File: config.mk
export PLATFORM = sky130hd
export DESIGN_NAME = serial_mag_comparator
export DESIGN_NICKNAME = d
export VERILOG_FILES = /design/src/rtl/serial_mag_comparator.sv
export SDC_FILE = /design/constraint.sdc
export NUM_CORES = 1
export LEC_CHECK = 0
export CAP_MARGIN = 25
export CORE_MARGIN = 2
export CORE_UTILIZATION = 55
export CTS_CLUSTER_DIAMETER = 120
export DETAILED_ROUTE_END_ITERATION = 16
export GPL_TIMING_DRIVEN = 0
export PLACE_DENSITY = 0.94
export REMOVE_ABC_BUFFERS = 1
export SETUP_SLACK_MARGIN = 0.4
export SKIP_LAST_GASP = 1
export SYNTH_ARGS = -nofsm -noshare
export SYNTH_HDL_FRONTEND = slang
export SYNTH_SLANG_ARGS = --single-unit
File: constraint.sdc
create_clock -name clk -period 2.5 [get_ports clk]
set_clock_uncertainty 0.05 [all_clocks]
set_input_delay 0.5 -clock clk [delete_from_list [all_inputs] [get_ports clk]]
set_output_delay 0.5 -clock clk [all_outputs]
set_load 0.005 [all_outputs]
File: src/rtl/serial_mag_comparator.sv
// Bit-serial MSB-first magnitude comparator: latches an operand pair on start,
// walks one bit per clock and presents a held aeb/agb/alb result with a done strobe.
module serial_mag_comparator #(
   parameter int WIDTH      = 8,
   parameter bit EARLY_EXIT = 1'b1
) (
   input  logic             clk,
   input  logic             rst,
   input  logic             start,
   input  logic [WIDTH-1:0] a,
   input  logic [WIDTH-1:0] b,
   output logic             busy,
   output logic             done,
   output logic             aeb,
   output logic             agb,
   output logic             alb
);

   localparam int CW = $clog2(WIDTH + 1);
   localparam logic [CW-1:0] CNT_LOAD = CW'(WIDTH);
   localparam logic [CW-1:0] CNT_ONE  = CW'(1);

   typedef enum logic [1:0] {
      IDLE  = 2'd0,
      SHIFT = 2'd1,
      DONE  = 2'd2
   } state_t;

   state_t           state_q, state_d;
   logic [WIDTH-1:0] sa_q, sa_d;
   logic [WIDTH-1:0] sb_q, sb_d;
   logic [CW-1:0]    cnt_q, cnt_d;
   logic             dec_q, dec_d;
   logic             dgt_q, dgt_d;
   logic             dlt_q, dlt_d;
   logic             busy_q, busy_d;
   logic             done_q, done_d;
   logic             aeb_q, aeb_d;
   logic             agb_q, agb_d;
   logic             alb_q, alb_d;

   logic gt_s, lt_s, fin_gt_s, fin_lt_s, exit_s;

   always_comb begin
      state_d = state_q;
      sa_d    = sa_q;
      sb_d    = sb_q;
      cnt_d   = cnt_q;
      dec_d   = dec_q;
      dgt_d   = dgt_q;
      dlt_d   = dlt_q;
      aeb_d   = aeb_q;
      agb_d   = agb_q;
      alb_d   = alb_q;

      gt_s     = sa_q[WIDTH-1] & ~sb_q[WIDTH-1];
      lt_s     = ~sa_q[WIDTH-1] & sb_q[WIDTH-1];
      // Without early exit the first differing bit wins; later bits are ignored.
      fin_gt_s = dec_q ? dgt_q : gt_s;
      fin_lt_s = dec_q ? dlt_q : lt_s;
      exit_s   = (EARLY_EXIT && (gt_s || lt_s)) || (cnt_q == CNT_ONE);

      case (state_q)
         IDLE, DONE: begin
            if (start) begin
               sa_d    = a;
               sb_d    = b;
               cnt_d   = CNT_LOAD;
               dec_d   = 1'b0;
               dgt_d   = 1'b0;
               dlt_d   = 1'b0;
               state_d = SHIFT;
            end else begin
               state_d = IDLE;
            end
         end
         SHIFT: begin
            sa_d  = sa_q << 1;
            sb_d  = sb_q << 1;
            cnt_d = cnt_q - CNT_ONE;
            if (!dec_q && (gt_s || lt_s)) begin
               dec_d = 1'b1;
               dgt_d = gt_s;
               dlt_d = lt_s;
            end else begin
               dec_d = dec_q;
            end
            if (exit_s) begin
               state_d = DONE;
               agb_d   = fin_gt_s;
               alb_d   = fin_lt_s;
               aeb_d   = ~(fin_gt_s | fin_lt_s);
            end else begin
               state_d = SHIFT;
            end
         end
         default: begin
            state_d = IDLE;
         end
      endcase

      busy_d = (state_d == SHIFT);
      done_d = (state_d == DONE);
   end

   always_ff @(posedge clk or posedge rst) begin
      if (rst) begin
         state_q <= IDLE;
         sa_q    <= '0;
         sb_q    <= '0;
         cnt_q   <= '0;
         dec_q   <= 1'b0;
         dgt_q   <= 1'b0;
         dlt_q   <= 1'b0;
         busy_q  <= 1'b0;
         done_q  <= 1'b0;
         aeb_q   <= 1'b0;
         agb_q   <= 1'b0;
         alb_q   <= 1'b0;
      end else begin
         state_q <= state_d;
         sa_q    <= sa_d;
         sb_q    <= sb_d;
         cnt_q   <= cnt_d;
         dec_q   <= dec_d;
         dgt_q   <= dgt_d;
         dlt_q   <= dlt_d;
         busy_q  <= busy_d;
         done_q  <= done_d;
         aeb_q   <= aeb_d;
         agb_q   <= agb_d;
         alb_q   <= alb_d;
      end
   end

   assign busy = busy_q;
   assign done = done_q;
   assign aeb  = aeb_q;
   assign agb  = agb_q;
   assign alb  = alb_q;

endmodule

[Yosys cells after proc, flatten, opt, wreduce, memory -nomap -nowiden]
Cells that the tools add are included.
Widths: inputs -> output; s select.
Storage, ports and cells
  register bits after elaboration: 30
  output and inout port bits: 5
Cells by class
  muxes and demuxes: 18
  add/subtract/negate cells: 1
  reductions and logical operators: 10
  bitwise logic cells: 6
  equality and inequality tests: 7
Operator list (count)
  $pmux 8 s2: 2
  $mux 8: 2
  $pmux 4 s2: 1
  $mux 1: 7
  $pmux 1 s2: 3
  $eq 2x1->1 const B: 2
  $eq 2x2->1 const B: 2
  $eq 4x1->1 const B: 1
  $mux 4: 1
  $ne 2x2->1 const B: 2
  $pmux 2 s2: 1
  $reduce_and 2->1: 2
  $sub 4x1->4 const B: 1
  $not 1->1: 3
  $reduce_and 3->1: 1
  $and 1x1->1: 2
  $logic_not 2->1: 1
  $logic_or 1x1->1: 2
  $mux 2: 1
  $reduce_bool 2->1: 1
  $reduce_or 2->1: 1
  $logic_and 1x1->1: 1
  $logic_not 1->1: 1
  $or 1x1->1: 1

[Longest topological paths before layout]
  depth after elaboration: 7
  depth in mapped cells: 5
  mapped depth without buffers: 5

[Least setup slack after synthesis]
Ideal clock, no wire load.
  path kind: flip-flop to flip-flop
  start point: register cnt_q[1]
  end point: register aeb_q (netlist: aeb)
  stages on the path, launching flop included: 6
  data arrival time: 1.468 ns
  clock period less this slack: 1.642 ns
  buffers on the path: 0
  slack: 0.858 ns
  library setup time: 0.125 ns
  required time: 2.325 ns
  cells stage by stage: dfrtp_1 -> inv_1 -> ha_1 -> or3b_4 -> a21oi_4 -> mux2_2
On the way
  cells in the longest elaborated chain, start to end: 3
Ends and longest elaborated chain
  from (decl): line 32  | logic [CW-1:0] cnt_q, cnt_d;
  from (signal assigned): line 124  | cnt_q <= cnt_d;
  $eq 4x1->1: line 61  | exit_s = (EARLY_EXIT && (gt_s || lt_s)) || (cnt_q == CNT_ONE);
  $logic_or 1x1->1: line 61
  $reduce_and 2->1 (no line)
  to (signal assigned): line 117  | aeb_q <= 1'b0;
  to (signal assigned): line 130  | aeb_q <= aeb_d;
  to (decl): line 38  | logic aeb_q, aeb_d;
No other way between the ends.
A chain may end at the register's enable or synchronous reset.

[Worst setup path after layout]
  start point: input start
  end point: register sb_q[0]
On the way
  cells in the longest elaborated chain, start to end: 2
Ends and longest elaborated chain
  from (decl): line 9  | input logic start,
  $ne 2x2->1 (no line)
  $reduce_and 2->1 (no line)
  to (signal assigned): line 110  | sb_q <= '0;
  to (signal assigned): line 123  | sb_q <= sb_d;
  to (decl): line 31  | logic [WIDTH-1:0] sb_q, sb_d;
No other way between the ends.

==> results.sh <==
export IMPL_run_status="complete, no violations"
export IMPL_rsz0062_at_grt="false"
export IMPL_critPathMaxStageDelay_ps=530
export IMPL_hold_viol=0
export IMPL_hp_class="primary input to async pin"
export IMPL_final_common_cell="dfrtp_1"
export IMPL_endpoint_kind="flop"
export IMPL_fmax_mhz=536
export IMPL_ys_types=27
export IMPL_ys_top_cells_by_area="dfrtp_1 (56%), a22oi_1 (6.7%), nand2_1 (5.6%)"
export IMPL_synth_top_cell_by_area="dfrtp_1"
export IMPL_clock_path_buffers=2
export IMPL_vdd_ir_drop_max_uv=734
export IMPL_cts_sinks=30
export IMPL_setup_viol=0
export IMPL_dieArea_sq_um=2850
export IMPL_yosys_area_top_type_share=0.560
export IMPL_synth_async_reset_ratio=1.00
export IMPL_post_drt_wl_per_cell_um=14.4
export IMPL_insertion_delay_ps=320
export IMPL_grt_use_total=0.214
export IMPL_tightest_slew_ps=801
export IMPL_p_leak_uw=0.000781
export IMPL_final_setup_tns_ps=0
export IMPL_ys_ff_latch=30
export IMPL_maxSlewViolCount=0
export IMPL_syn_to_final_growth_pct=25.5
export IMPL_io_buffers=23
export IMPL_layout_nets=172
export IMPL_wirelength_um=2560
export IMPL_diodes=0
export IMPL_criticalPathCategory="primary input to flop"
export IMPL_p_per_area_nw_per_um2=1190
export IMPL_ant_nets=0
export IMPL_cap_violations=0
export IMPL_root_buffer="clkbuf_4"
export IMPL_final_util=0.746
export IMPL_critPathRequiredTime_ps=2660
export IMPL_dieHeight_um=53.4
export IMPL_cp_start_kind="primary input"
export IMPL_avgSynthCellArea_sq_um=10.8
export IMPL_max_slew_margin=0.465
export IMPL_synth_edff_count=0
export IMPL_ys_warn_count=0
export IMPL_path_depth=5
export IMPL_dr_pass1_iters=4
export IMPL_cts_made_buffers=5
export IMPL_clockPowerShare=0.146
export IMPL_grt_pass1_wl_um=4270
export IMPL_postCtsSetupRepairBufs=0
export IMPL_vias=1039
export IMPL_drive_gt1_frac=0.120
export IMPL_rows=17
export IMPL_dp_hpwl_um=1880
export IMPL_h_tree_depth=2
export IMPL_viasPerCell=5.84
export IMPL_p_seq_frac=0.430
export IMPL_finalCritPeriodShare=0.746
export IMPL_path_max_fanout=13
export IMPL_hold_slack_ps=401
export IMPL_cp_num_buf_inv=2
export IMPL_worst_path_dominant_cell_family="buffers and inverters"
export IMPL_io_pins=24
export IMPL_p_comb_frac=0.424
export IMPL_coreArea_sq_um=2250
export IMPL_netlist_instances=124
export IMPL_netlist_area_sq_um=1340
export IMPL_p_sw_uw=741
export IMPL_finalPower_uw=1990
export IMPL_ys_flop_type="dfrtp_1"
export IMPL_antenna_found_initial=0
export IMPL_die_x_um=53.4
export IMPL_path_cells="clkdlybuf4s50_1 > nor2b_1 > buf_6 > nor2_1 > a22o_1"
export IMPL_gp_congestion=0.713
export IMPL_grt_max_degree=24
export IMPL_clkTransAtPathRegs_ps=90
export IMPL_start_util=0.594
export IMPL_fin_crit_ps=1860
export IMPL_grt_pass1_vias=995
export IMPL_first_iter_violations=32
export IMPL_drc=0
export IMPL_cts_hold_buf=0
export IMPL_slowest_stage="nor2b_1"
export IMPL_cellInternalPower_uw=1250
export IMPL_arrival_ps=2030
export IMPL_switching_share=0.372
export IMPL_mostFrequentLayoutCells="dfrtp_1 (30), clkdlybuf4s50_1 (23), nand2_1 (20)"
export IMPL_rr_worst_depth=4
export IMPL_grt_overflow=0
export IMPL_ys_seq_area_frac=0.560
export IMPL_cts_tree="yes"
[cells in the mapped netlist (all sizes together), types with 2 or more instances]
library cell   n
inv            5
mux2           5
a21oi          2
ha             4
buf            6
nor3           3
o21ai          3
nand2         20
clkbuf         2
dfrtp         30
a22oi         12
nor2b          2
a22o           2
nand3         14
a221o          2
nand2b         3
[kinds of logic (layout without fill, tap and decap cells)]
group / after synthesis / count (layout) / synth area share
and+or+nand+nor: 45 / 45 / 0.161
buffers and inverters: 13 / 39 / 0.0411
muxes: 6 / 6 / 0.0495
adders and majority gates: 4 / 4 / 0.0373
AOI/OAI and AO/OA: 26 / 26 / 0.151
DFF: 30 / 30 / 0.560
[path summary, 6_finish.rpt]
| kind | start | end | slack, ps |
|---|---|---|---|
| setup / recovery | start | sb_q[0] | 640 |
| hold / removal | rst | sa_q[1] | 400 |
| setup reg to reg | state_q[0] | sb_q[0] | 680 |
| hold reg to reg | sa_q[5] | sa_q[5] | 460 |
| max in group asynchronous | rst | agb | 1550 |
| min in group clk | sa_q[5] | sa_q[5] | 460 |
[metrics by stage]
stage	instance area (sq um)	setup slack, ps	std cells
after global routing	1680	518	178
final	1680	635	178
after CTS	1680	631	178
after floorplan	1300	764	116
after detailed placement	1620	310	170
after global placement	1570	-119	167
[registers in the layout, summed over array words and instances, names as in the netlist]
| name | flops |
|---|---|
| aeb | 1 |
| agb | 1 |
| alb | 1 |
| busy | 1 |
| cnt_q | 4 |
| dec_q | 1 |
| dgt_q | 1 |
| dlt_q | 1 |
| done | 1 |
| sa_q | 8 |
| sb_q | 8 |
| state_q | 2 |
[per-layer routing]
metal / up-vias / share of wire / track usage
li1: 491 / - / -
met1: 505 / 0.42 / 0.254
met2: 39 / 0.51 / 0.372
met3: 4 / 0.050 / 0.0508
met4: 0 / 0.011 / 0.0769
met5: - / 0 / 0
[area by class of cell]
class | instances | area (sq um)
clock inverters | 1 | 5.00
repair buffers | 26 | 277
multi-input cells | 81 | 541
clock buffers | 7 | 55.1
well taps | 28 | 35.0
fillers | 171 | 573
flip-flops and latches | 30 | 751
inverters | 5 | 18.8
[repair_timing]
item | 4_1_cts | 5_1_grt
gates resized for setup | 0 | 1
endpoints found under the setup margin | 0 | 2
endpoints found under the hold margin | 0 | 0
[power by group through the flow]
stage / Sequential [uW] / Combinational [uW] / Clock (uW)
final: 858 / 845 / 291
after global routing: 885 / 952 / 317
after CTS: 855 / 845 / 297
after detailed placement: 862 / 842 / 0
after global placement: 844 / 767 / 0
after floorplan: 829 / 581 / 0
No activity file was read; power rests on OpenSTA's default activity.
